==> config.mk <==
export PLATFORM = sky130hd
export DESIGN_NAME = dll_rx_check
export DESIGN_NICKNAME = d
export VERILOG_FILES = /design/src/rtl/dll_pkg.sv /design/src/rtl/crc16_step.sv /design/src/rtl/dll_rx_check.sv
export SDC_FILE = /design/constraint.sdc
export NUM_CORES = 1
export LEC_CHECK = 0
export CORE_ASPECT_RATIO = 1.2
export CORE_MARGIN = 3
export CORE_UTILIZATION = 30
export CTS_CLUSTER_SIZE = 24
export DETAILED_ROUTE_END_ITERATION = 16
export GPL_TIMING_DRIVEN = 0
export PLACE_DENSITY = 0.54
export SLEW_MARGIN = 15
export SYNTH_ARGS = -nofsm -noshare
export SYNTH_HDL_FRONTEND = slang
export SYNTH_SLANG_ARGS = --single-unit
==> constraint.sdc <==
create_clock -name clk -period 5.3 [get_ports clk]
set_input_delay 0.53 -clock clk [delete_from_list [all_inputs] [get_ports clk]]
set_output_delay 0.53 -clock clk [all_outputs]
set_load 0.02 [all_outputs]
==> src/rtl/dll_pkg.sv <==
// Shared data link layer constants and types for the transmit and receive sides.
//   DEF_SEQ_W    : default sequence number width
//   DEF_CRC_POLY : CRC-16 generator polynomial, MSB-first
//   DEF_CRC_INIT : CRC seed
//   state_t      : receive checker FSM states
package dll_pkg;

  localparam int unsigned DEF_SEQ_W   = 12;
  localparam int unsigned CRC_W       = 16;
  localparam int unsigned TLP_W       = 128;
  localparam int unsigned CRC_STEPS   = TLP_W / CRC_W;
  localparam int unsigned STEP_CNT_W  = 3;

  localparam logic [CRC_W-1:0] DEF_CRC_POLY = 16'h1021;
  localparam logic [CRC_W-1:0] DEF_CRC_INIT = 16'hFFFF;

  typedef enum logic [1:0] {
    ST_IDLE  = 2'd0,
    ST_CALC  = 2'd1,
    ST_CHECK = 2'd2
  } state_t;

endpackage

==> src/rtl/crc16_step.sv <==
// Combinational fold of 16 data bits into a 16-bit CRC, MSB-first.
//   i_crc   : current CRC value
//   i_data  : 16 data bits, bit 15 folded first
//   o_crc_c : updated CRC (combinational)
module crc16_step
  import dll_pkg::*;
#(
  parameter logic [15:0] POLY = DEF_CRC_POLY
) (
  input  logic [15:0] i_crc,
  input  logic [15:0] i_data,
  output logic [15:0] o_crc_c
);

  logic [15:0] w_crc;

  // Bit-serial LFSR unrolled over the 16 data bits.
  always_comb begin
    w_crc = i_crc;
    for (int i = 15; i >= 0; i--) begin
      w_crc = {w_crc[14:0], 1'b0} ^ ((w_crc[15] ^ i_data[i]) ? POLY : 16'h0000);
    end
  end

  assign o_crc_c = w_crc;

endmodule

==> src/rtl/dll_rx_check.sv <==
// Receive-side data link checker: recomputes the LCRC of each TLP over eight
// 16-bit steps, checks sequence order, forwards good in-order TLPs and returns
// ack/nak pulses to the transmitter's replay buffer.
//   clk, rst       : clock, synchronous active-high reset
//   in_valid/ready : TLP + LCRC + sequence number handshake (ready only in IDLE)
//   tlp_in, crc_in, seq_in : received TLP payload, LCRC, sequence number
//   tlp_out, tlp_out_valid : forwarded TLP and its one-cycle strobe
//   ack, nak, ack_seq      : one-cycle acknowledge pulses and reported sequence
module dll_rx_check
  import dll_pkg::*;
#(
  parameter int unsigned SEQ_W    = DEF_SEQ_W,
  parameter logic [15:0] CRC_INIT = DEF_CRC_INIT,
  parameter logic [15:0] CRC_POLY = DEF_CRC_POLY
) (
  input  logic             clk,
  input  logic             rst,
  input  logic             in_valid,
  output logic             in_ready,
  input  logic [127:0]     tlp_in,
  input  logic [15:0]      crc_in,
  input  logic [SEQ_W-1:0] seq_in,
  output logic [127:0]     tlp_out,
  output logic             tlp_out_valid,
  output logic             ack,
  output logic             nak,
  output logic [SEQ_W-1:0] ack_seq
);

  state_t                r_state;
  state_t                w_state_nxt;

  logic [127:0]          r_tlp;
  logic [15:0]           r_crc_in;
  logic [SEQ_W-1:0]      r_seq_in;
  logic [15:0]           r_crc;
  logic [STEP_CNT_W-1:0] r_cnt;
  logic [SEQ_W-1:0]      r_next_seq;
  logic                  r_nak_sched;

  logic                  r_in_ready;
  logic [127:0]          r_tlp_out;
  logic                  r_tlp_valid;
  logic                  r_ack;
  logic                  r_nak;
  logic [SEQ_W-1:0]      r_ack_seq;

  logic                  w_accept;
  logic [15:0]           w_crc_step;
  logic [SEQ_W-1:0]      w_d;
  logic [SEQ_W-1:0]      w_prev_seq;
  logic                  w_crc_ok;

  logic                  w_tlp_valid;
  logic                  w_ack;
  logic                  w_nak;
  logic [SEQ_W-1:0]      w_ack_seq;
  logic [127:0]          w_tlp_out;
  logic [SEQ_W-1:0]      w_next_seq;
  logic                  w_nak_sched;

  assign w_accept   = in_valid & r_in_ready;
  assign w_d        = r_seq_in - r_next_seq;
  assign w_prev_seq = r_next_seq - SEQ_W'(1);
  assign w_crc_ok   = (r_crc == r_crc_in);

  crc16_step #(
    .POLY (CRC_POLY)
  ) u_crc16_step (
    .i_crc   (r_crc),
    .i_data  (r_tlp[127:112]),
    .o_crc_c (w_crc_step)
  );

  // State register.
  always_ff @(posedge clk) begin
    if (rst) begin
      r_state <= ST_IDLE;
    end else begin
      r_state <= w_state_nxt;
    end
  end

  // Next-state logic.
  always_comb begin
    w_state_nxt = r_state;
    case (r_state)
      ST_IDLE:  if (w_accept) w_state_nxt = ST_CALC;
      ST_CALC:  if (r_cnt == STEP_CNT_W'(CRC_STEPS - 1)) w_state_nxt = ST_CHECK;
      ST_CHECK: w_state_nxt = ST_IDLE;
      default:  w_state_nxt = ST_IDLE;
    endcase
  end

  // Decision logic: next values of the response registers and link state.
  always_comb begin
    w_tlp_valid = 1'b0;
    w_ack       = 1'b0;
    w_nak       = 1'b0;
    w_ack_seq   = r_ack_seq;
    w_tlp_out   = r_tlp_out;
    w_next_seq  = r_next_seq;
    w_nak_sched = r_nak_sched;
    if (r_state == ST_CHECK) begin
      if (w_crc_ok && (w_d == '0)) begin
        w_tlp_valid = 1'b1;
        w_tlp_out   = r_tlp;
        w_ack       = 1'b1;
        w_ack_seq   = r_seq_in;
        w_next_seq  = r_next_seq + SEQ_W'(1);
        w_nak_sched = 1'b0;
      end else if (w_crc_ok && w_d[SEQ_W-1]) begin
        // Duplicate: re-acknowledge the last good sequence number.
        w_ack     = 1'b1;
        w_ack_seq = w_prev_seq;
      end else if (!r_nak_sched) begin
        // Bad CRC or lost TLP: one nak until the next good TLP.
        w_nak       = 1'b1;
        w_ack_seq   = w_prev_seq;
        w_nak_sched = 1'b1;
      end
    end
  end

  // Capture and CRC datapath.
  always_ff @(posedge clk) begin
    if (rst) begin
      r_tlp    <= '0;
      r_crc_in <= '0;
      r_seq_in <= '0;
      r_crc    <= '0;
      r_cnt    <= '0;
    end else begin
      case (r_state)
        ST_IDLE: begin
          if (w_accept) begin
            r_tlp    <= tlp_in;
            r_crc_in <= crc_in;
            r_seq_in <= seq_in;
            r_crc    <= CRC_INIT;
            r_cnt    <= '0;
          end
        end
        ST_CALC: begin
          // Rotate so the next word is always at the top; eight rotations
          // restore the original TLP for forwarding.
          r_crc <= w_crc_step;
          r_tlp <= {r_tlp[111:0], r_tlp[127:112]};
          r_cnt <= r_cnt + STEP_CNT_W'(1);
        end
        default: ;
      endcase
    end
  end

  // Registered outputs and link state.
  always_ff @(posedge clk) begin
    if (rst) begin
      r_in_ready  <= 1'b1;
      r_tlp_out   <= '0;
      r_tlp_valid <= 1'b0;
      r_ack       <= 1'b0;
      r_nak       <= 1'b0;
      r_ack_seq   <= '0;
      r_next_seq  <= '0;
      r_nak_sched <= 1'b0;
    end else begin
      r_in_ready  <= (w_state_nxt == ST_IDLE);
      r_tlp_out   <= w_tlp_out;
      r_tlp_valid <= w_tlp_valid;
      r_ack       <= w_ack;
      r_nak       <= w_nak;
      r_ack_seq   <= w_ack_seq;
      r_next_seq  <= w_next_seq;
      r_nak_sched <= w_nak_sched;
    end
  end

  assign in_ready      = r_in_ready;
  assign tlp_out       = r_tlp_out;
  assign tlp_out_valid = r_tlp_valid;
  assign ack           = r_ack;
  assign nak           = r_nak;
  assign ack_seq       = r_ack_seq;

endmodule
* Word level (Yosys, flattened, before mapping) *
Index checks and enable logic that the tools add are counted.

operators by class
  $add $sub $neg = 4
  $mul = 0
  div/mod/pow operators = 0
  order comparisons = 0
  equal/unequal tests = 7
  shift operators = 0
  muxes and demuxes = 34
  bitwise gates (word level) = 34
  reductions and logical operators = 13

operator list
  operator                 number
  $pmux W128 S2            1
  $xor A16 B16 Y16         16
  $mux W13                 16
  $mux W128                1
  $mux W12                 3
  $pmux W16 S2             1
  $eq A16 B16 Y1           1
  $mux W16                 1
  $xor A1 B1 Y1            16
  $add A12 B1 Y12 const B  1
  $logic_not A12 Y1        1
  $sub A12 B1 Y12 const B  1
  $sub A12 B12 Y12         1
  $reduce_and A2 Y1        5
  $mux W1                  6
  $pmux W3 S2              1
  $logic_not A2 Y1         2
  $mux W2                  2
  $ne A2 B2 Y1 const B     2
  $pmux W2 S2              1
  $reduce_or A4 Y1         1
  $add A3 B1 Y3 const B    1
  $eq A3 B3 Y1 const B     1
  $mux W3                  1
  other kinds (8)          9

storage, ports and cells
  register bits after elaboration = 334
  bits in latches = 0
  RAM bits = 0
  memory bits (read-only) = 0
  input bits = 159
  output and inout bits = 144
  word-level logic and storage cells = 106
  memories = 0

* Logic depth before layout (Yosys ltp) *
  word-level depth = 49
  depth in mapped cells = 15
  mapped depth without buffers = 10

* Cells and area by module *
A second synthesis with hierarchy kept.

second synthesis, totals
  cell total of the unflattened synthesis = 1865
  area, all modules = 14546.5 µm²

by module, submodules not included
  module        instances  cells an instance  area an instance (µm²)  seq. area each (µm²)
  dll_rx_check  1          1815               13993.4                 6686.4
  crc16_step    1          50                 553.0                   0.0

* Worst setup path before layout *
OpenSTA, ideal clock, no wires.

  path type = register -> register
  start point = register r_next_seq[2]
  end point = register r_next_seq[11]
  library setup time = 0.121 ns
  arrival = 2.913 ns
  data required time = 5.179 ns
  path slack = 2.267 ns
  stages on the path, launching flop included = 12
  buffers on the path = 1
  period minus slack after synthesis = 3.033 ns
  cells stage by stage = dfxtp_1 -> clkbuf_1 -> inv_1 -> ha_1 -> o21a_1 -> o31ai_2 -> a32oi_1 -> a211o_1 -> a2111oi_4 -> nand4_1 -> nor4_1 -> mux2_2

between the ends
  longest elaborated chain between the ends = 4
  elaborated cells on any way between the ends = 5
  classes of those cells = add/sub: 2; reduce/logical: 3

RTL lines
  item                         RTL line             RTL
  start, declared              dll_rx_check.sv:38   logic [SEQ_W-1:0] r_next_seq;
  start signal, assigned       dll_rx_check.sv:174  r_next_seq <= w_next_seq;
  $sub A12 B12 Y12             dll_rx_check.sv:63   assign w_d = r_seq_in - r_next_seq;
  $logic_not A12 Y1            dll_rx_check.sv:105  if (w_crc_ok && (w_d == '0)) begin
  $logic_and A1 B1 Y1          dll_rx_check.sv:105
  $reduce_and A2 Y1 (no line)  n/a

Several ways; a longest one is shown, not always the timed one.
A chain may end at the register's enable or synchronous reset.

* Final worst setup path *
  start point = register r_next_seq[7]
  end point = register r_tlp_out[122], in the netlist tlp_out[122]

between the ends
  longest elaborated chain between the ends = 4

RTL lines
  item                         RTL line             RTL
  $sub A12 B12 Y12             dll_rx_check.sv:63
  $logic_not A12 Y1            dll_rx_check.sv:105
  $logic_and A1 B1 Y1          dll_rx_check.sv:105
  $reduce_and A2 Y1 (no line)  n/a
  end signal, assigned         dll_rx_check.sv:169  r_tlp_out <= w_tlp_out;
  end, declared                dll_rx_check.sv:42   logic [127:0] r_tlp_out;

Every way passes these cells.

==> metrics.md <==
| Metric | Value |
|---|---|
| Status | complete, no violations |
| Worst Tran Pin Value | 0.937 ns |
| CTS sink cnt | 334 |
| DR WL/cell | 20.0 um |
| GRT met3 Usage | 0.0514 |
| CP required | 5.78 ns |
| Largest net degree at the start of global routing | 13 |
| Num CTS Buffers | 37 |
| Min-Delay Path Depth | 2 |
| Unique masters post-synth | 54 |
| GPL Wtd Cong | 0.891 |
| HPWL after detailed placement | 44,100 um |
| Post-synthesis sequential area ratio | 0.470 |
| Setup violations, final | 0 |
| Worst Path Class, Setup | reg -> reg |
| Routed vias | 14.1k |
| Antenna-violating nets left | 0 |
| Post-layout nets | 2,335 |
| DR vias/cell | 5.01 |
| Crit-path cells | inv_1 -> ha_1 -> clkbuf_1 -> a21oi_1 -> nor4b_1 -> nand3_1 -> nor4b_1 -> nand4_1 -> clkbuf_1 -> clkbuf_1 -> nand2_1 -> a21oi_1 |
| Leak | 6.82 nW |
| Total Wirelength | 56,200 um |
| Post-CTS Setup Bufs | 0 |
| Yosys warning count | 0 |
| Netlist Area Pre-Place | 14,200 um^2 |
| Rel. slew slack | 0.375 |
| Synth area leader | dfxtp_1 |
| Clock Path Buffers | 3 |
| R2r worst-path depth | 12 |
| Leading cell types by total area after synthesis | dfxtp_1 (47%), nand2_1 (16%), a311oi_1 (7.9%), a21oi_1 (6.6%), nor2_1 (4.2%) |
| Worst setup SP type | register |
| Hold Path Class | reg -> reg |
| Global routing's busiest layer | met2 |
| Global-route wire length before repair | 84,200 um |
| Commonest cells in the netlist | nand2_1 (593), dfxtp_1 (334), a21oi_1 (187) |
| Worst vdd ir | 230 uV |
| Crit-path leading delay family | buffers and inverters |
| Post-Syn Instances | 1,820 |
| Post-Syn Nets | 1,994 |
| Root buffer cell | clkbuf_16 |
| Initial cell density of the core | 0.307 |
| All-Layer GR Usage | 0.219 |
| Placeable Area | 46,400 um^2 |
| Die H | 244 um |
| Pwr Density | 369 nW/um^2 |
| Post-cts gate resize count | 0 |
| DP Cell Count | 2,738 |
| Async SR Flop Fraction | 0 |
| Crit path capture type | register |
| CTS tree | yes |
| Worst EP arrival | 4.43 ns |
| Number of global-route vias before repair | 14.0k |
| Critical Path Max Stage Delay | 0.71 ns |
| Leading cell type by number of instances after synthesis | nand2_1 |
| Layout cell share with drive strength beyond 1 | 0.0375 |
| GRT overflow | 0 |
| Clock latency on the worst-skew pair | 0.55 ns |
| Worst-case clock skew | 0.0139 ns |
| Post-synth EDFFs | 0 |
| Final std cells w/o fill | 2,805 |
| Final Hold Fails | 0 |
| Overall Power | 7.09 mW |
| FF+latch count, synth | 334 |
| Max Slew Vio Count | 0 |
| Most frequent CP cell | clkbuf_1 |
| CTS hold repair buffers | 0 |
| Avg Cell Area, Syn | 7.81 um^2 |
| CTS H-tree lvls | 2 |
| Die area | 50,000 um^2 |
| Critical path's slowest cell | clkbuf_1 |
| RSZ-0062 raised after global routing | false |
| Yosys top cell area share | 0.470 |
| Global Route met1 Usage | 0.266 |
| Main synth FF type | dfxtp_1 |
| Residual DRC | 0 |
| Area Growth Syn to Fin | 35.0% |
| Final min period | 3.95 ns |
| Die W | 205 um |
| Fmax | 253 MHz |
| FP Rows | 86 |
| Crit share post-route | 0.746 |
| Buffers on Ports | 302 |
| WP depth | 12 |
| Antenna violations before repair | 15 |
| TNS Setup | 0 ns |
| Met2 usage | 0.381 |
| Worst Path Buf+Inv | 4 |
| Clock slew at reported path FFs | 0.06 ns |
| Initial DRC count | 826 |
| Maximum fanout along the worst path | 10 |
| # IOs | 303 |
| DR pass1 iterations | 5 |
| Max-cap violations | 0 |
-- layer usage --
| layer | part of all wire | wire length, um | vias to the layer above |
|---|---|---|---|
| li1 | - | - | 6874 |
| met1 | 0.41 | 22900 | 6585 |
| met2 | 0.49 | 27600 | 466 |
| met3 | 0.068 | 3850 | 104 |
| met4 | 0.030 | 1710 | 24 |
| met5 | 0.0028 | 158 | - |
-- registers in the layout, indices dropped and copies added (netlist names) --
register and count:
r_cnt 3, r_crc_in 16, in_ready 1, tlp_out 128, r_next_seq 12, nak 1, r_crc 16, r_seq_in 12
ack 1, r_nak_sched 1, r_state 2, tlp_out_valid 1, ack_seq 12, r_tlp 128
-- final timing paths --
check,start,end,slack [ns]
worst max register to register,r_next_seq[7]$_SDFFE_PP0P_,tlp_out[122]$_SDFFE_PP0P_,1.35
worst min register to register,tlp_out[14]$_SDFFE_PP0P_,tlp_out[14]$_SDFFE_PP0P_,0.45
worst min-delay path,tlp_out[14]$_SDFFE_PP0P_,tlp_out[14]$_SDFFE_PP0P_,0.45
worst max-delay path,r_next_seq[7]$_SDFFE_PP0P_,tlp_out[122]$_SDFFE_PP0P_,1.35
-- logic make-up after synthesis --
kind of cell,after synthesis,synth area share
compound gates,383,0.181
xor+xnor,78,0.0481
fa+ha+maj,15,0.0132
buf+inv,173,0.0475
flops,334,0.470
mux,14,0.0102
simple gates,823,0.230
-- power breakdown --
part | switching, mW | leakage, nW | total [mW] | internal [mW]
Clock | 1.05 | 0.577 | 2.53 | 1.48
Combinational | 0.876 | 3.51 | 1.61 | 0.734
Sequential | 0.251 | 2.73 | 2.95 | 2.70
-- worst min-delay path, stage by stage, from the launching register on --
cell and delay (ns):
dfxtp_1 0.30, nand2_1 0.05, a21oi_1 0.05
-- cells in the final DEF (no fill, tap or decap), types with 3 or more instances in the layout --
cell type / n
nor4_1: 7
nand2b_1: 4
o21a_1: 3
a211oi_1: 4
clkbuf_8: 8
buf_1: 10
o31ai_1: 3
dfxtp_1: 334
ha_1: 15
nand2_1: 593
mux2_2: 4
xor2_1: 12
mux2i_1: 10
diode_2: 3
nor2b_1: 4
buf_2: 15
and3_1: 5
inv_1: 30
clkbuf_16: 38
a311oi_1: 128
o32ai_1: 12
nand4_1: 9
xnor2_1: 66
or4_1: 4
o21ai_0: 20
o211ai_1: 3
clkbuf_1: 128
nor3_1: 7
clkinv_2: 4
clkdlybuf4s50_1: 302
a21oi_1: 187
nand3_1: 14
nor2_1: 160
or3_1: 4
-- final cells by class --
type / instances / area (um^2)
Clock buffer: 58 / 1110
Sequential cell: 334 / 6690
Buffer: 143 / 563
Tap cell: 616 / 771
Multi-Input combinational cell: 1313 / 6860
Inverter: 30 / 113
Clock inverter: 6 / 66.3
Timing Repair Buffer: 302 / 3020
Fill cell: 4795 / 27200
Antenna cell: 3 / 7.51
-- through the flow --
step	util	hold slack, ns	setup slack [ns]	area, um^2
2_1_floorplan	-	0.442	2.27	14200
5_1_grt	0.414	0.473	1.02	19200
3_5_place_dp	0.388	0.443	1.41	18000
6_report	0.414	0.449	1.35	19200
3_3_place_gp	0.388	0.442	1.44	18000
4_1_cts	0.414	0.451	1.39	19200
Power figures use the tool's default switching activity.
